[src/rtl/shape_processor_modeling_pkg.sv]
// rtl/shape_processor_modeling_pkg.sv - shared ctrl SFR types, constants and prediction helpers
//
// Purpose: field layout, legality rules and shadow/request merge for the
// shape processor's control SFR.
// ctrl_sfr_reg layout: [3:0] SHAPE, [7:4] OPERATION, [31:8] reserved (read as 0).
// A field value of all-ones (KEEP_*) means "leave the current value unchanged".
package shape_processor_modeling;

    localparam logic [3:0] SHAPE_CIRCLE   = 4'h1;
    localparam logic [3:0] SHAPE_SQUARE   = 4'h2;
    localparam logic [3:0] SHAPE_TRIANGLE = 4'h3;
    localparam logic [3:0] KEEP_SHAPE     = 4'hF;

    localparam logic [3:0] OP_AREA        = 4'h1;
    localparam logic [3:0] OP_PERIMETER   = 4'h2;
    localparam logic [3:0] OP_SCALE       = 4'h3;
    localparam logic [3:0] KEEP_OPERATION = 4'hF;

    localparam logic [31:0] CTRL_SFR_RESET = {24'h0, OP_AREA, SHAPE_SQUARE};

    typedef enum logic [1:0] {
        ST_APPLIED  = 2'd0,
        ST_REJECTED = 2'd1,
        ST_MISMATCH = 2'd2
    } cmd_status_e;

    function automatic logic is_legal_shape(input logic [3:0] shape);
        return (shape == SHAPE_CIRCLE) || (shape == SHAPE_SQUARE) || (shape == SHAPE_TRIANGLE);
    endfunction

    function automatic logic is_legal_operation(input logic [3:0] op);
        return (op == OP_AREA) || (op == OP_PERIMETER) || (op == OP_SCALE);
    endfunction

    // Triangles cannot be scaled by the processor.
    function automatic logic is_legal_combination(input logic [3:0] shape, input logic [3:0] op);
        return !((shape == SHAPE_TRIANGLE) && (op == OP_SCALE));
    endfunction

    function automatic logic [3:0] resolve_shape(input logic [31:0] shadow, input logic [31:0] wdata);
        return (wdata[3:0] == KEEP_SHAPE) ? shadow[3:0] : wdata[3:0];
    endfunction

    function automatic logic [3:0] resolve_operation(input logic [31:0] shadow, input logic [31:0] wdata);
        return (wdata[7:4] == KEEP_OPERATION) ? shadow[7:4] : wdata[7:4];
    endfunction

    function automatic logic is_legal_request(input logic [31:0] shadow, input logic [31:0] wdata);
        logic [3:0] s;
        logic [3:0] o;
        s = resolve_shape(shadow, wdata);
        o = resolve_operation(shadow, wdata);
        return is_legal_shape(s) && is_legal_operation(o) && is_legal_combination(s, o);
    endfunction

    // Illegal requests are expected to leave the SFR untouched.
    function automatic logic [31:0] predict_ctrl(input logic [31:0] shadow, input logic [31:0] wdata);
        if (is_legal_request(shadow, wdata))
            return {24'h0, resolve_operation(shadow, wdata), resolve_shape(shadow, wdata)};
        else
            return shadow;
    endfunction

endpackage

[src/rtl/shape_ctrl_predictor.sv]
// rtl/shape_ctrl_predictor.sv - combinational expected-value and legality predictor
//
// Ports: i_shadow  current shadow copy of ctrl SFR
//        i_wdata   requested write value (KEEP_* allowed)
//        o_expected predicted SFR contents after the write
//        o_legal   request resolves to a legal shape/operation pair
module shape_ctrl_predictor
    import shape_processor_modeling::*;
(
    input  logic [31:0] i_shadow,
    input  logic [31:0] i_wdata,
    output logic [31:0] o_expected,
    output logic        o_legal
);

    assign o_expected = predict_ctrl(i_shadow, i_wdata);
    assign o_legal    = is_legal_request(i_shadow, i_wdata);

endmodule

[src/rtl/shape_ctrl_initiator.sv]
// rtl/shape_ctrl_initiator.sv - ctrl SFR write/readback initiator with shadow-based checking
//
// Ports: req_*   request channel (valid/ready, 32-bit ctrl value)
//        resp_*  response channel (valid/ready, status + read-back value)
//        write/write_data, read/read_data, error  processor SFR port set
//        mismatch_count  saturating count of ST_MISMATCH responses
module shape_ctrl_initiator
    import shape_processor_modeling::*;
#(
    parameter int READ_LATENCY = 1,
    parameter int CNT_W        = 8
) (
    input  logic             clk,
    input  logic             rst_n,
    input  logic             req_valid,
    output logic             req_ready,
    input  logic [31:0]      req_data,
    output logic             resp_valid,
    input  logic             resp_ready,
    output logic [1:0]       resp_status,
    output logic [31:0]      resp_read_data,
    output logic             write,
    output logic [31:0]      write_data,
    output logic             read,
    input  logic [31:0]      read_data,
    input  logic             error,
    output logic [CNT_W-1:0] mismatch_count
);

    typedef enum logic [2:0] {
        S_IDLE, S_WRITE, S_WAIT_ERR, S_READ, S_WAIT_RD, S_CHECK, S_RESP
    } state_e;

    localparam logic [1:0] LAT_M1 = (READ_LATENCY > 0) ? 2'(READ_LATENCY - 1) : 2'd0;

    state_e            r_state;
    state_e            w_next_state;
    logic [31:0]       r_req_q;
    logic [31:0]       r_shadow;
    logic [31:0]       r_rd_q;
    logic              r_err_q;
    logic [1:0]        r_cnt;
    cmd_status_e       r_resp_status;
    logic [31:0]       r_resp_read_data;
    logic [CNT_W-1:0]  r_mismatch_count;

    logic [31:0]       w_expected;
    logic              w_legal;
    logic              w_match;
    cmd_status_e       w_status;

    shape_ctrl_predictor u_predictor (
        .i_shadow   (r_shadow),
        .i_wdata    (r_req_q),
        .o_expected (w_expected),
        .o_legal    (w_legal)
    );

    assign w_match  = (r_rd_q == w_expected);
    assign w_status = (w_match && w_legal && !r_err_q)  ? ST_APPLIED  :
                      (w_match && !w_legal && r_err_q)  ? ST_REJECTED : ST_MISMATCH;

    always_ff @(posedge clk or negedge rst_n) begin
        if (!rst_n)
            r_state <= S_IDLE;
        else
            r_state <= w_next_state;
    end

    // Strobes are decoded straight from the state register so an async
    // reset removes them without waiting for a clock edge.
    always_comb begin
        w_next_state = r_state;
        req_ready    = 1'b0;
        write        = 1'b0;
        write_data   = '0;
        read         = 1'b0;
        resp_valid   = 1'b0;
        case (r_state)
            S_IDLE: begin
                req_ready = 1'b1;
                if (req_valid) w_next_state = S_WRITE;
            end
            S_WRITE: begin
                write        = 1'b1;
                write_data   = r_req_q;
                w_next_state = S_WAIT_ERR;
            end
            S_WAIT_ERR: w_next_state = S_READ;
            S_READ: begin
                read         = 1'b1;
                w_next_state = (READ_LATENCY == 0) ? S_CHECK : S_WAIT_RD;
            end
            S_WAIT_RD: begin
                if (r_cnt == 2'd0) w_next_state = S_CHECK;
            end
            S_CHECK: w_next_state = S_RESP;
            S_RESP: begin
                resp_valid = 1'b1;
                if (resp_ready) w_next_state = S_IDLE;
            end
            default: w_next_state = S_IDLE;
        endcase
    end

    always_ff @(posedge clk or negedge rst_n) begin
        if (!rst_n) begin
            r_req_q          <= '0;
            r_shadow         <= CTRL_SFR_RESET;
            r_rd_q           <= '0;
            r_err_q          <= 1'b0;
            r_cnt            <= '0;
            r_resp_status    <= ST_APPLIED;
            r_resp_read_data <= '0;
            r_mismatch_count <= '0;
        end else begin
            case (r_state)
                S_IDLE:     if (req_valid) r_req_q <= req_data;
                S_WRITE:    r_err_q <= error;
                S_WAIT_ERR: r_err_q <= r_err_q | error;
                S_READ: begin
                    if (READ_LATENCY == 0)
                        r_rd_q <= read_data;
                    else
                        r_cnt <= LAT_M1;
                end
                S_WAIT_RD: begin
                    if (r_cnt == 2'd0)
                        r_rd_q <= read_data;
                    else
                        r_cnt <= r_cnt - 2'd1;
                end
                S_CHECK: begin
                    r_resp_status    <= w_status;
                    r_resp_read_data <= r_rd_q;
                    r_shadow         <= r_rd_q;
                    if (w_status == ST_MISMATCH && r_mismatch_count != '1)
                        r_mismatch_count <= r_mismatch_count + 1'b1;
                end
                default: ;
            endcase
        end
    end

    assign resp_status    = r_resp_status;
    assign resp_read_data = r_resp_read_data;
    assign mismatch_count = r_mismatch_count;

endmodule
[config.mk]
export PLATFORM = sky130hd
export DESIGN_NAME = shape_ctrl_initiator
export DESIGN_NICKNAME = d
export VERILOG_FILES = /design/src/rtl/shape_processor_modeling_pkg.sv /design/src/rtl/shape_ctrl_predictor.sv /design/src/rtl/shape_ctrl_initiator.sv
export SDC_FILE = /design/constraint.sdc
export NUM_CORES = 1
export LEC_CHECK = 0
export CAP_MARGIN = 5
export CELL_PAD_IN_SITES_DETAIL_PLACEMENT = 2
export CELL_PAD_IN_SITES_GLOBAL_PLACEMENT = 2
export CORE_MARGIN = 8
export CORE_UTILIZATION = 31
export CTS_BUF_LIST = sky130_fd_sc_hd__clkbuf_8
export CTS_CLUSTER_SIZE = 20
export DETAILED_ROUTE_END_ITERATION = 8
export MAX_ROUTING_LAYER = met4
export PLACE_DENSITY_LB_ADDON = 0.1
export SETUP_SLACK_MARGIN = 0.02
export SYNTH_ARGS = -nofsm -noshare
export SYNTH_HDL_FRONTEND = slang
export SYNTH_SLANG_ARGS = --single-unit
[constraint.sdc]
create_clock -name clk -period 3.7 [get_ports clk]
set_input_delay 0.555 -clock clk [delete_from_list [all_inputs] [get_ports clk]]
set_output_delay 0.555 -clock clk [all_outputs]
set_load 0.01 [all_outputs]
==> impl_metrics.json <==
{
  "fin_util_pct": 41.4,
  "finalSetupViolCount": 0,
  "syn_area_um2": 5820,
  "power_density_nw_per_um2": 850,
  "combPwrFrac_pct": 43.8,
  "async_flop_share_pct": 100,
  "maxCapViolations": 0,
  "relSlewSlack_pct": 45.3,
  "h-tree-depth": 4,
  "cp.arrival_ps": 3790,
  "total_power_w": 0.00654,
  "io_buffers": 146,
  "period_minus_slack_ps": 3460,
  "cts_tree": "yes",
  "drt_pass1_iterations": 4,
  "die_area_um2": 23400,
  "routed_via_density": 5.03,
  "ctsHoldBuffers": 0,
  "vias": 4780,
  "drt_iter0_drc": 174,
  "dp.cells": 918,
  "layoutNonFillerInstCount": 950,
  "cts_setup_buffers": 0,
  "clk_path_buf_depth": 2,
  "drv_slew": 0,
  "fin_nets": 774,
  "fin_worst_skew_ps": 13.5,
  "syn_nets": 654,
  "area_growth_pct": 32.2,
  "ctsResizeCount": 0,
  "synth_top_area_cell": "dfrtp_1",
  "fin_tns_setup_ps": 0,
  "routabilityCongestion": 0.780,
  "required_ps": 4040,
  "switchingPower_w": 0.00266,
  "fin_crit_sh_pct": 93.4,
  "final_cell_mix": "clkdlybuf4s50_1, nand2_1, dfrtp_1",
  "endpoint_kind": "flop",
  "clkTransAtPathRegs_ps": 80,
  "clockRootBuffer": "clkbuf_8",
  "synth_area_leaders": "dfrtp_1, mux2_2, nand2_1, buf_4, and2_1",
  "num_rows": 50,
  "grt_antenna_before_repair": 0,
  "synth_edf_count": 0,
  "path_class": "flop to flop",
  "start_kind": "flop",
  "worst_pin_slew_ps": 820,
  "seq_power_share_pct": 40.5,
  "vdd_drop_max_uv": 387,
  "grtUsageTotal_pct": 16.9,
  "numCtsBuffers": 17,
  "clk_latency_ps": 460,
  "fill_cells": 2018,
  "synth_top_area_share_pct": 48.2,
  "ys_types": 49,
  "start_util_pct": 31.3,
  "drive_gt1_share_pct": 16.5,
  "leakage_nw": 3.15,
  "ys_ff_latch": 114,
  "cp_max_fo": 10,
  "grt_setup_unrepaired": "false",
  "p_sw_share_pct": 40.7,
  "io_pins": 147,
  "core_um2": 18600,
  "post-route-drc-count": 0,
  "grt_pass1_wl_mm": 30.4,
  "ys.flop_type": "dfrtp_1",
  "ys_warn_count": 0,
  "die_h_um": 153,
  "syn_area_per_cell_um2": 9.98,
  "final_common_cell": "clkdlybuf4s50_1",
  "clock_power_share_pct": 15.8,
  "yosysSeqAreaShare_pct": 49.1,
  "max_freq_mhz": 289,
  "die_w_um": 153,
  "hp-class": "input pin to asynchronous set/reset pin",
  "r2r_cells": 9,
  "overflow": 0,
  "place_hpwl_mm": 13.7,
  "p_int_w": 0.00388,
  "grt_pass1_vias": 5494,
  "wl_mm": 18.6,
  "ant_nets": 0,
  "drt-wirelength-per-cell_um": 19.6,
  "outcome": "completed",
  "clock-sinks": 114,
  "syn_inst": 583,
  "grt_max_degree": 76,
  "finalHoldViolCount": 0,
  "diodes": 0
}
[sequential cells by signal, indices dropped and copies added, names as in the netlist, 2 cells and up]
name	cells
r_state	3
r_shadow	32
r_cnt	2
resp_read_data	2
mismatch_count	8
r_req_q	32
resp_status	2
r_rd_q	32
[path summary, 6_finish.rpt]
check                       startpoint           endpoint  slack (ps)
hold / removal                   rst_n  mismatch_count[2]          70
hold reg to reg            r_shadow[1]        r_shadow[1]         480
setup reg to reg           r_shadow[4]  mismatch_count[1]         240
max in group asynchronous        rst_n        r_shadow[1]        2760
min in group clk           r_shadow[1]        r_shadow[1]         480
setup / recovery           r_shadow[4]  mismatch_count[1]         240
[per-layer routing]
| metal | wire, um | vias to the layer above | GRT usage, % |
|---|---|---|---|
| met4 | 224 | 0 | 4.76 |
| met2 | 9530 | 96 | 28.6 |
| li1 | - | 2228 | - |
| met3 | 1020 | 20 | 5.81 |
| met1 | 7870 | 2436 | 18.7 |
| met5 | 0 | - | - |
[final cells by class]
class,count,area (um2),share of cell area [%]
clock buffer,18,248,3.22
multi-input combinational,409,2640,34.4
inverter,6,22.5,0.293
clock inverter,14,92.6,1.20
tap,234,293,3.81
timing repair buffer,155,1540,20.0
sequential,114,2860,37.1
[synthesized netlist by cell type, types with 2 or more instances]
library cell  instances
nand3b_1              2
buf_2                 2
ha_1                  2
nand2_1             131
nand4_1               6
xnor2_1              17
nor2_1               28
o21ai_0              17
xor2_1                9
buf_4                31
inv_1                 5
buf_1                 4
clkbuf_1             17
nand3_1              12
a221oi_1              2
a31oi_1              15
or2_2                 2
and2_1               33
o31ai_1               6
o32ai_1               6
nor3_1               12
dfrtp_1             112
nor4_1                9
nand4b_1              2
nand2b_1              2
mux2_2               64
o32a_1                3
o22a_1                2
a21oi_1               7
a22oi_1               3
dfstp_2               2
[power by group through the flow]
stage	clock [W]	sequential [W]	combinational, W
global placement	0	0.00261	0.00280
global route	0.00112	0.00278	0.00316
floorplan	0	0.00238	0.00199
CTS	0.00107	0.00267	0.00294
detailed placement	0	0.00269	0.00291
finish	0.00103	0.00265	0.00286
[kinds of logic after synthesis]
group           synth area share (%)
flops                           49.1
mux                             12.6
buf+inv                         5.91
compound gates                  7.74
fa+ha+maj                      0.430
xor+xnor                        3.91
simple gates                    20.3
[metrics by stage]
stage          setup slack, ps  instance area, um2  hold slack, ps
3_3_place_gp               328                7350             464
4_1_cts                    205                7690            78.2
5_1_grt                    108                7690            84.6
3_5_place_dp               218                7350             471
6_report                   244                7690            70.4
2_1_floorplan              584                5820             259
[worst max-delay path: stages (launching register included)]
cell      delay (ps)
dfstp_2          550
nand2b_1         130
o21ai_0          190
or4_1            700
nor2_8           240
nor2_1            70
o32a_1           280
or4_4            530
o21ai_4          300
mux2_4           330
Note: power is estimated with default switching activity, not from simulation.
